--- config.mk ---
export PLATFORM = sky130hd
export DESIGN_NAME = data_mem_ctrl
export DESIGN_NICKNAME = d
export VERILOG_FILES = /design/src/rtl/mem_ctrl_pkg.sv /design/src/rtl/data_mem_ctrl_rr_arbiter.sv /design/src/rtl/data_mem_ctrl.sv
export SDC_FILE = /design/constraint.sdc
export NUM_CORES = 1
export LEC_CHECK = 0
export CORE_MARGIN = 2
export CORE_UTILIZATION = 30
export CTS_BUF_LIST = sky130_fd_sc_hd__clkbuf_16
export DETAILED_ROUTE_END_ITERATION = 10
export GPL_TIMING_DRIVEN = 0
export MAX_ROUTING_LAYER = met4
export SLEW_MARGIN = 20
export SYNTH_ARGS = -nofsm -noshare
export SYNTH_HDL_FRONTEND = slang
export SYNTH_SLANG_ARGS = --single-unit
--- constraint.sdc ---
create_clock -name i_clk -period 3.24 [get_ports i_clk]
set_clock_uncertainty 0.15 [all_clocks]
set_input_delay 0.81 -clock i_clk [delete_from_list [all_inputs] [get_ports i_clk]]
set_output_delay 0.81 -clock i_clk [all_outputs]
set_load 0.1 [all_outputs]
--- src/rtl/mem_ctrl_pkg.sv ---
// Shared types and helpers for the data memory controller:
// FSM state encoding, RISC-V funct3 size codes and load extension.
package mem_ctrl_pkg;

    typedef enum logic [2:0] {
        IDLE,
        RD,
        WR,
        RMW_RD,
        RMW_WR,
        DONE
    } state_t;

    localparam logic [2:0] F3_B  = 3'b000;
    localparam logic [2:0] F3_H  = 3'b001;
    localparam logic [2:0] F3_W  = 3'b010;
    localparam logic [2:0] F3_BU = 3'b100;
    localparam logic [2:0] F3_HU = 3'b101;

    // Reserved load encodings fall through to a full word.
    function automatic logic [31:0] extend(input logic [2:0] f3, input logic [31:0] word);
        case (f3)
            F3_B:    return {{24{word[7]}}, word[7:0]};
            F3_BU:   return {24'h0, word[7:0]};
            F3_H:    return {{16{word[15]}}, word[15:0]};
            F3_HU:   return {16'h0, word[15:0]};
            default: return word;
        endcase
    endfunction

endpackage

--- src/rtl/data_mem_ctrl_rr_arbiter.sv ---
// Round-robin arbiter: picks the first requester at or after the pointer
// and advances the pointer past the winner whenever a grant is issued.
module rr_arbiter #(
    parameter  int N_REQ = 2,
    localparam int IDX_W = (N_REQ > 1) ? $clog2(N_REQ) : 1
) (
    input  logic             i_clk,
    input  logic             i_rst_n,
    input  logic [N_REQ-1:0] i_req,
    input  logic             i_enable,
    output logic [N_REQ-1:0] o_gnt,
    output logic [IDX_W-1:0] o_winner
);

    logic [IDX_W-1:0] r_ptr;
    logic             w_found;
    int               w_idx;

    always_comb begin
        o_gnt    = '0;
        o_winner = r_ptr;
        w_found  = 1'b0;
        w_idx    = 0;
        for (int k = 0; k < N_REQ; k++) begin
            w_idx = (int'(r_ptr) + k) % N_REQ;
            if (!w_found && i_req[IDX_W'(w_idx)]) begin
                w_found  = 1'b1;
                o_winner = IDX_W'(w_idx);
            end
        end
        if (i_enable && w_found) begin
            o_gnt[o_winner] = 1'b1;
        end
    end

    always_ff @(posedge i_clk or negedge i_rst_n) begin
        if (!i_rst_n) begin
            r_ptr <= '0;
        end else if (i_enable && w_found) begin
            r_ptr <= (int'(o_winner) == N_REQ - 1) ? '0 : o_winner + 1'b1;
        end
    end

endmodule

--- src/rtl/data_mem_ctrl.sv ---
// Data memory controller: arbitrates a single-port byte memory between
// requesters and runs sized RISC-V loads/stores, one transaction at a time.
module data_mem_ctrl
    import mem_ctrl_pkg::*;
#(
    parameter  int A_WIDTH = 28,
    parameter  int D_WIDTH = 32,
    parameter  int N_REQ   = 2,
    localparam int IDX_W   = (N_REQ > 1) ? $clog2(N_REQ) : 1
) (
    input  logic                            i_clk,
    input  logic                            i_rst_n,
    input  logic [N_REQ-1:0]                i_req,
    input  logic [N_REQ-1:0]                i_req_we,
    input  logic [N_REQ-1:0][2:0]           i_req_f3,
    input  logic [N_REQ-1:0][A_WIDTH-1:0]   i_req_addr,
    input  logic [N_REQ-1:0][D_WIDTH-1:0]   i_req_wdata,
    output logic [N_REQ-1:0]                o_gnt,
    output logic [N_REQ-1:0]                o_resp,
    output logic [D_WIDTH-1:0]              o_rdata,
    output logic [A_WIDTH-1:0]              o_mem_a,
    output logic [D_WIDTH-1:0]              o_mem_wd,
    output logic                            o_mem_we,
    input  logic [D_WIDTH-1:0]              i_mem_rd
);

    state_t             r_state;
    state_t             w_next;
    logic               r_we;
    logic [2:0]         r_f3;
    logic [A_WIDTH-1:0] r_addr;
    logic [D_WIDTH-1:0] r_wdata;
    logic [D_WIDTH-1:0] r_merge;
    logic [D_WIDTH-1:0] r_rdata;
    logic [IDX_W-1:0]   r_owner;

    logic [N_REQ-1:0]   w_gnt;
    logic [IDX_W-1:0]   w_winner;
    logic               w_enable;
    logic [2:0]         w_win_f3;

    // Grants are only offered while idle and never while reset is held.
    assign w_enable = (r_state == IDLE) && i_rst_n;
    assign w_win_f3 = i_req_f3[w_winner];

    rr_arbiter #(.N_REQ(N_REQ)) u_arb (
        .i_clk    (i_clk),
        .i_rst_n  (i_rst_n),
        .i_req    (i_req),
        .i_enable (w_enable),
        .o_gnt    (w_gnt),
        .o_winner (w_winner)
    );

    assign o_gnt   = w_gnt;
    assign o_rdata = r_rdata;

    always_ff @(posedge i_clk or negedge i_rst_n) begin
        if (!i_rst_n) begin
            r_state <= IDLE;
            r_we    <= 1'b0;
            r_f3    <= '0;
            r_addr  <= '0;
            r_wdata <= '0;
            r_merge <= '0;
            r_rdata <= '0;
            r_owner <= '0;
        end else begin
            r_state <= w_next;
            case (r_state)
                IDLE: begin
                    if (|w_gnt) begin
                        r_we    <= i_req_we[w_winner];
                        r_f3    <= w_win_f3;
                        r_addr  <= i_req_addr[w_winner];
                        r_wdata <= i_req_wdata[w_winner];
                        r_owner <= w_winner;
                    end
                end
                RD: r_rdata <= extend(r_f3, i_mem_rd);
                // Keep the bytes above the store width exactly as read back.
                RMW_RD: r_merge <= (r_f3 == F3_B) ? {i_mem_rd[31:8], r_wdata[7:0]}
                                                  : {i_mem_rd[31:16], r_wdata[15:0]};
                default: ;
            endcase
        end
    end

    always_comb begin
        w_next   = r_state;
        o_mem_a  = '0;
        o_mem_wd = '0;
        o_mem_we = 1'b0;
        o_resp   = '0;
        case (r_state)
            IDLE: begin
                if (|w_gnt) begin
                    if (!i_req_we[w_winner]) begin
                        w_next = RD;
                    end else if (w_win_f3 == F3_B || w_win_f3 == F3_H) begin
                        w_next = RMW_RD;
                    end else begin
                        w_next = WR;
                    end
                end
            end
            RD: begin
                o_mem_a = r_addr;
                w_next  = DONE;
            end
            WR: begin
                o_mem_a  = r_addr;
                o_mem_wd = r_wdata;
                o_mem_we = 1'b1;
                w_next   = DONE;
            end
            RMW_RD: begin
                o_mem_a = r_addr;
                w_next  = RMW_WR;
            end
            RMW_WR: begin
                o_mem_a  = r_addr;
                o_mem_wd = r_merge;
                o_mem_we = 1'b1;
                w_next   = DONE;
            end
            DONE: begin
                o_resp[r_owner] = 1'b1;
                w_next          = IDLE;
            end
            default: w_next = IDLE;
        endcase
    end

endmodule

==> flow_metrics.env, run 1 <==
export IMPL_antenna_found_initial=0
export IMPL_fin_nets=970
export IMPL_core_area_sq_mm=0.0218
export IMPL_mappedNetlistNets=681
export IMPL_fillerInstances=2028
export IMPL_rows=54
export IMPL_via_per_inst=4.72
export IMPL_synth_area_leader_cell="dfrtp_1"
export IMPL_netlist_area_sq_mm=0.00665
export IMPL_synth_cells=517
export IMPL_antenna_left=0
export IMPL_fin_ws_ns=0.0669
export IMPL_wl_per_cell_microns=18.4
export IMPL_drc=0
export IMPL_syn2layout_area_growth_pct=53.5
export IMPL_ys_warnings_count=0
export IMPL_hpwl_mm=15.4
export IMPL_seq_area_frac_synth_pct=49.6
export IMPL_drt_first_iter_violations=171
export IMPL_grt_pass1_wl_mm=31.7
export IMPL_grt_util_all_layers_pct=18.1
export IMPL_htreeDepth=4
export IMPL_synth_top_area_share_pct=49.6
export IMPL_finalMaxSlewViolations=0
export IMPL_pin_count=261
export IMPL_final_cell_area_sq_mm=0.0102
export IMPL_dr_total_vias=5184
export IMPL_dp_slack_ns=-1.04
export IMPL_worstPathArrival_ns=2.21
export IMPL_setup_viol=0
export IMPL_grt_max_degree=69
export IMPL_cap_violations=0
export IMPL_whs_ns=0.123
export IMPL_clk_pin_slew_worst_paths_ns=0.06
export IMPL_synth_edf_count=0
export IMPL_end_kind="output port"
export IMPL_gp_congestion=0.795
export IMPL_cts_inserted_buffers=17
export IMPL_synth_area_leaders="dfrtp_1, mux2_2, a22o_1, a31oi_4, and2_1"
export IMPL_routed_wirelength_mm=20.2
export IMPL_clkLatencyLatePin_ns=0.41
export IMPL_placed_area_sq_mm=0.00964
export IMPL_fin_crit_ns=3.17
export IMPL_max_clock_freq_mhz=315
export IMPL_io_buffers=259
export IMPL_required_ns=2.28
export IMPL_hold_buffers=0
export IMPL_hold_viol_final=0
export IMPL_start_util_pct=30.5
export IMPL_synth_common_cells="mux2_2, dfrtp_1, a22o_1"
export IMPL_status="finished clean"
export IMPL_cts_buffer_depth=2
export IMPL_path_class="input port to output port"
export IMPL_synth_most_common_cell="mux2_2"
export IMPL_n_antenna_cell=0
export IMPL_drtPass1Iterations=4
export IMPL_root_buffer="clkbuf_16"
export IMPL_slew_headroom_pct=32.4
export IMPL_worst_pin_slew_ns=1.02
export IMPL_dieArea_sq_mm=0.0234
export IMPL_layout_drive_gt1_share_pct=37.5
export IMPL_post_route_util_pct=46.8
export IMPL_hold_class="input port to async pin"
export IMPL_die_h_microns=153
export IMPL_start_kind="input port"
export IMPL_chipWidth_microns=153
export IMPL_synth_cell_types=35
export IMPL_grt_pass1_vias=5688
export IMPL_path_max_fanout=4
export IMPL_async_reset_ff_share_pct=100
export IMPL_yosys_register_bits=132
export IMPL_cts_tree="done"
export IMPL_syn_area_per_cell_sq_um=12.9
export IMPL_grt_overflow=0
export IMPL_numClockSinks=132
export IMPL_synth_main_ff_cell="dfrtp_1"
export IMPL_post_route_period_util_pct=97.9
-- final timing paths --
check / cells after the start / startpoint / to / slack (ns)
max in group asynchronous: 2 / i_rst_n / r_merge[14] / 2.15
setup / recovery: 4 / i_req[0] / o_gnt[0] / 0.07
hold reg to reg: 2 / r_merge[14] / r_merge[14] / 0.33
hold / removal: 1 / i_rst_n / r_addr[2] / 0.12
min in group i_clk: 2 / r_merge[14] / r_merge[14] / 0.33
setup reg to reg: 4 / u_arb.r_ptr / r_wdata[13] / 0.85
-- flip-flops by register name, indices dropped and copies added (netlist names) --
name,flops
r_wdata,32
r_addr,28
u_arb.r_ptr,1
r_owner,1
r_f3,3
r_merge,32
o_rdata,32
r_state,3
-- cell families after synthesis --
group                    count (synthesis)  share of synthesized area (%)
multiplexers                           168                           28.3
flip-flops                             132                           49.6
AND/OR/NAND/NOR                         96                           7.67
AO/OA/AOI/OAI                           77                           10.3
buffers and inverters                   42                           3.85
XOR/XNOR                                 1                          0.132
adder cells (fa/ha/maj)                  1                          0.150
-- what timing repair did --
| item | 4_1_cts | 5_1_grt |
|---|---|---|
| pin swaps | 0 | 2 |
| setup endpoints to repair | 65 | 47 |
| cloned | 0 | 0 |
| resized for setup | 380 | 13 |
| buffers inserted | 2 | 8 |
-- per-layer routing --
| metal | vias up | part of all wire [%] | track usage, % |
|---|---|---|---|
| li1 | 2434 | - | - |
| met1 | 2540 | 43 | 21.8 |
| met2 | 197 | 50 | 30.0 |
| met3 | 13 | 6.6 | 5.44 |
| met4 | 0 | 1.0 | 3.97 |
| met5 | - | 0 | - |
-- critical path, stage by stage --
cell             delay (ns)
clkdlybuf4s50_1        0.51
nand3_1                0.17
nor2_1                 0.14
clkdlybuf4s15_2        0.58
-- layout by cell type (no fill, tap or decap), types with 3 or more instances in the layout --
master and instances:
buf_2 25, and2_1 29, mux2_1 7, clkinvlp_4 5
buf_4 50, nand2_1 25, clkbuf_2 3, mux2i_1 9
clkinv_4 4, a31oi_4 10, dfrtp_1 132, clkdlybuf4s15_2 4
clkdlybuf4s50_1 193, nor2_1 27, o21ai_0 6, a22o_1 32
clkbuf_1 9, buf_12 3, a21oi_1 18, clkbuf_16 17
mux2_2 152, a31oi_1 6, buf_6 19
-- through the flow --
step / instances / TNS, ns
after floorplan: 517 / 0
after global placement: 1056 / -874.74
after detailed placement: 1057 / -42.42
after CTS: 1091 / 0
after global routing: 1099 / -0.00175
final: 1099 / 0
-- cell type report --
cell class,instances,area [sq um],area share (%)
flip-flops and latches,132,3300,32.3
multi-input cells,343,3130,30.7
repair buffers,270,2600,25.5
clock buffers,17,425,4.17
well taps,280,350,3.43
plain buffers,42,269,2.63
clock inverters,15,134,1.31
Power of run 1 is left out: the tool's default activity adds up to more than one toggle a clock period on the data nets, which glitch-free logic cannot reach.
==> inputs of run 2 (changes only) <==
CORE_MARGIN = 1.5   (was 2)
HOLD_SLACK_MARGIN = 0.12   (was not set)
clock period = 2.9 ns   (was 3.24 ns; I/O delays follow)
==> run 2 against run 1 <==
Compared with the run above:
- die area fell by 1.3%
- utilization rose by 2.4 points
- sequential share of layout area fell by 1.6 points
- final cell count fell by 0.45%
- flip-flop and latch count did not move
- count of clock-buffer cells in the layout did not move
- critical path depth rose by 2
- register-to-register slack got worse by 0.42 ns
- worst setup slack improved by 0.0095 ns
- first-iteration DRC count fell by 25%
- largest cell class unchanged
==> flow_metrics.env, run 2 (synthesis gave the netlist of run 1 again) <==
export IMPL_cts_buffer_depth=2
export IMPL_rows=54
export IMPL_wl_met3_mm=1.35
export IMPL_cpMostUsedCell="buf_12"
export IMPL_required_ns=2.03
export IMPL_numClockSinks=132
export IMPL_antenna_found_initial=0
export IMPL_pin_count=261
export IMPL_fillerInstances=1961
export IMPL_finalMaxSlewViolations=0
export IMPL_slew_headroom_pct=33.6
export IMPL_hold_viol_final=0
export IMPL_grt_util_all_layers_pct=18.4
export IMPL_met1_length_mm=8.63
export IMPL_final_cell_mix="clkdlybuf4s50_1, mux2_2, dfrtp_1"
export IMPL_hpwl_mm=15.3
export IMPL_routed_wirelength_mm=20.3
export IMPL_cap_violations=0
export IMPL_gp_congestion=0.791
export IMPL_final_common_cell="clkdlybuf4s50_1"
export IMPL_dr_total_vias=5224
export IMPL_worstPathArrival_ns=1.95
export IMPL_worst_pin_slew_ns=0.993
export IMPL_wl_met2_mm=10.0
export IMPL_setup_viol=0
export IMPL_die_h_microns=152
export IMPL_start_util_pct=30.5
export IMPL_io_buffers=259
export IMPL_slowest_stage="dfrtp_1"
export IMPL_critPathMaxStageDelay_ns=0.37
export IMPL_cts_tree="done"
export IMPL_chipWidth_microns=152
export IMPL_drt_first_iter_violations=129
export IMPL_antenna_left=0
export IMPL_hold_class="input port to async pin"
export IMPL_htreeDepth=4
export IMPL_path_max_fanout=11
export IMPL_end_kind="output port"
export IMPL_fin_crit_ns=2.82
export IMPL_grt_pass1_wl_mm=32.2
export IMPL_root_buffer="clkbuf_16"
export IMPL_dieArea_sq_mm=0.0231
export IMPL_path_class="flip-flop to output port"
export IMPL_grt_pass1_vias=5695
export IMPL_start_kind="flip-flop"
export IMPL_status="finished clean"
export IMPL_core_area_sq_mm=0.0218
export IMPL_clk_pin_slew_worst_paths_ns=0.06
export IMPL_drc=0
export IMPL_topRoutingLayerUsed="met4"
export IMPL_n_antenna_cell=0
export IMPL_grt_max_degree=81
export IMPL_path_cells="buf_4 > nor3_4 > and3_4 > buf_12 > and2_4 > buf_12"
export IMPL_grt_overflow=0
export IMPL_drtPass1Iterations=4
export IMPL_fin_nets=965
export IMPL_layout_drive_gt1_share_pct=39.7
export IMPL_max_clock_freq_mhz=354
export IMPL_via_per_inst=4.78
export IMPL_cts_inserted_buffers=17
export IMPL_fin_tns_setup_ns=0
export IMPL_post_route_period_util_pct=97.4
export IMPL_syn2layout_area_growth_pct=61.3
export IMPL_clkLatencyLatePin_ns=0.41
export IMPL_wl_per_cell_microns=18.5
[run 2: cell count changes in the layout (fill, tap and decap cells not counted), sizes merged]
| cell | change |
|---|---|
| clkdlybuf4s15 | -3 |
| clkinvlp | -2 |
| clkbuf | +1 |
| clkinv | -2 |
| bufinv | +3 |
| inv | +1 |
| buf | -2 |
| dlygate4sd2 | -1 |
[run 2: worst max-delay path: cells and delay by family, from the launching register on]
family	cells	cell delay [ns]
flops	1	0.37
simple gates	3	0.67
buf+inv	3	0.48
[run 2: final cells by class]
cell class	instances	area, sq um	share of cell area, %
Timing Repair Buffer	266	2930	27.3
Clock buffer	17	425	3.96
Buffer	41	307	2.86
Multi-Input combinational cell	343	3220	30.0
Sequential cell	132	3300	30.8
Tap cell	280	350	3.26
Clock inverter	15	204	1.90
[run 2: through the flow]
stage	instance area [sq um]	setup WS, ns	instances	hold slack, ns	utilization (%)
final	10700	0.0765	1094	0.158	49.2
after global routing	10700	-0.0288	1094	0.165	49.2
after CTS	10400	-0.0381	1095	0.162	47.9
after detailed placement	9650	-1.27	1057	0.326	44.2
after global placement	9610	-6.22	1056	0.315	44.1
after floorplan	6670	-0.00404	517	0.279	-
[run 2: worst paths after layout]
kind	start	end	slack (ns)	cells past startpoint
setup / recovery	r_state[1]	o_gnt[1]	0.08	6
hold / removal	i_rst_n	r_addr[0]	0.16	2
setup reg to reg	u_arb.r_ptr	r_wdata[16]	0.43	4
hold reg to reg	r_merge[15]	r_merge[15]	0.34	2
max in group asynchronous	i_rst_n	o_rdata[0]	2.04	2
min in group i_clk	r_merge[15]	r_merge[15]	0.34	2
[run 2: routing by layer]
metal | track usage [%] | up-vias
met5 | - | -
met4 | 4.72 | 0
met3 | 5.28 | 15
met2 | 30.1 | 191
met1 | 22.3 | 2574
li1 | - | 2444
[run 2: what timing repair did]
item / 4_1_cts / 5_1_grt
endpoints found under the hold margin: 52 / 0
hold buffers: 1 / 0
cloned: 0 / 0
setup buffers: 5 / 0
pin swaps: 2 / 4
setup endpoints to repair: 65 / 53
resized for setup: 451 / 81
Power of run 2 is left out for the same reason.
==> inputs of run 3 (changes only) <==
ABC_CLOCK_PERIOD_IN_PS = 2900   (was not set)
CORE_MARGIN = 5   (was 1.5)
==> run 3 against run 2 <==
Compared with the run above:
- critical path type unchanged
- via count fell by 1.2%
- design area grew 0.18%
- flip-flop and latch count stayed put
- critical path depth rose by 2
- largest cell class unchanged
- critical endpoint is now o_mem_a[13]
==> flow_metrics.env, run 3 (synthesis gave the netlist of run 1 again) <==
export IMPL_whs_ns=0.140
export IMPL_htreeDepth=4
export IMPL_grt_util_all_layers_pct=17.2
export IMPL_critPathMaxStageDelay_ns=0.38
export IMPL_fillerInstances=1957
export IMPL_numClockSinks=132
export IMPL_hold_class="input port to async pin"
export IMPL_io_buffers=259
export IMPL_chipWidth_microns=159
export IMPL_layout_drive_gt1_share_pct=40.0
export IMPL_antenna_left=0
export IMPL_die_h_microns=159
export IMPL_drtPass1Iterations=4
export IMPL_grt_overflow=0
export IMPL_start_kind="flip-flop"
export IMPL_cts_tree="done"
export IMPL_via_per_inst=4.71
export IMPL_drt_first_iter_violations=147
export IMPL_root_buffer="clkbuf_16"
export IMPL_grt_pass1_vias=5874
export IMPL_required_ns=2.03
export IMPL_pin_count=261
export IMPL_start_util_pct=30.5
export IMPL_max_clock_freq_mhz=354
export IMPL_slowest_stage="dfrtp_1"
export IMPL_worstPathArrival_ns=1.95
export IMPL_fin_crit_ns=2.82
export IMPL_clkLatencyLatePin_ns=0.41
export IMPL_finalMaxSlewViolations=0
export IMPL_dieArea_sq_mm=0.0253
export IMPL_dp_slack_ns=-1.25
export IMPL_gp_congestion=0.805
export IMPL_cap_violations=0
export IMPL_end_kind="output port"
export IMPL_routed_wirelength_mm=21.3
export IMPL_final_cell_area_sq_mm=0.0108
export IMPL_post_route_period_util_pct=97.3
export IMPL_cts_inserted_buffers=17
export IMPL_fin_nets=966
export IMPL_wl_per_cell_microns=19.4
export IMPL_path_max_fanout=10
export IMPL_placed_area_sq_mm=0.00965
export IMPL_hold_viol_final=0
export IMPL_grt_pass1_wl_mm=33.4
export IMPL_hpwl_mm=16.2
export IMPL_worst_pin_slew_ns=1.01
export IMPL_final_cell_mix="clkdlybuf4s50_1, mux2_2, dfrtp_1"
export IMPL_final_common_cell="clkdlybuf4s50_1"
export IMPL_core_area_sq_mm=0.0218
export IMPL_clk_pin_slew_worst_paths_ns=0.06
export IMPL_status="finished clean"
export IMPL_fin_ws_ns=0.0774
export IMPL_dr_total_vias=5159
export IMPL_path_class="flip-flop to output port"
export IMPL_antenna_found_initial=0
export IMPL_path_cells="buf_6 > nor3_4 > buf_6 > nor2_4 > buf_8 > buf_8 > and2_4 > buf_12"
export IMPL_drc=0
export IMPL_register_area_sq_mm=0.00330
export IMPL_fin_tns_setup_ns=0
export IMPL_rows=54
export IMPL_cts_buffer_depth=2
export IMPL_syn2layout_area_growth_pct=61.6
export IMPL_n_antenna_cell=0
export IMPL_slew_headroom_pct=32.9
export IMPL_grt_max_degree=74
export IMPL_setup_viol=0
export IMPL_multi_input_area_sq_mm=0.00324
## run 3: per-layer routing
layer / wire length [microns] / vias to the layer above / GRT usage, % / share of wire (%)
met2: 10400 / 195 / 27.4 / 49
met4: 224 / 0 / 4.50 / 1.1
met1: 9090 / 2518 / 21.2 / 43
met5: 0 / - / - / 0
met3: 1580 / 14 / 5.80 / 7.5
li1: - / 2432 / - / -
## run 3: cell type report
type	instances	area share (%)
Tap cell	280	3.26
Sequential cell	132	30.7
Clock inverter	15	1.69
Multi-Input combinational cell	343	30.1
Timing Repair Buffer	267	27.4
Clock buffer	17	3.96
Buffer	41	2.87
## run 3: worst paths after layout
check	to	startpoint	cells past startpoint	slack (ns)
worst max-delay path	o_mem_a[13]	r_state[0]	8	0.08
worst min-delay path	r_addr[3]	i_rst_n	2	0.14
worst max register to register	r_wdata[16]	u_arb.r_ptr	4	0.46
worst min register to register	r_merge[11]	r_merge[11]	2	0.33
max in group asynchronous	r_f3[0]	i_rst_n	2	2.08
min in group i_clk	r_merge[11]	r_merge[11]	2	0.33
## run 3: repair_timing
item | CTS | global route
endpoints found under the hold margin | 59 | 0
buffers inserted | 6 | 0
resized for setup | 463 | 70
pin swaps | 2 | 8
hold buffers | 1 | 0
setup endpoints to repair | 65 | 53
## run 3: critical path, delay by kind of cell (launching register included)
kind | cells | cell delay (ns)
flip-flops | 1 | 0.38
buffers and inverters | 5 | 0.72
AND/OR/NAND/NOR | 3 | 0.44
## run 3: through the flow
step	cells	utilization, %
after detailed placement	1057	44.2
final	1095	49.3
after global routing	1095	49.3
after CTS	1096	48.0
after floorplan	517	-
after global placement	1056	44.1
Power of run 3 is left out for the same reason.
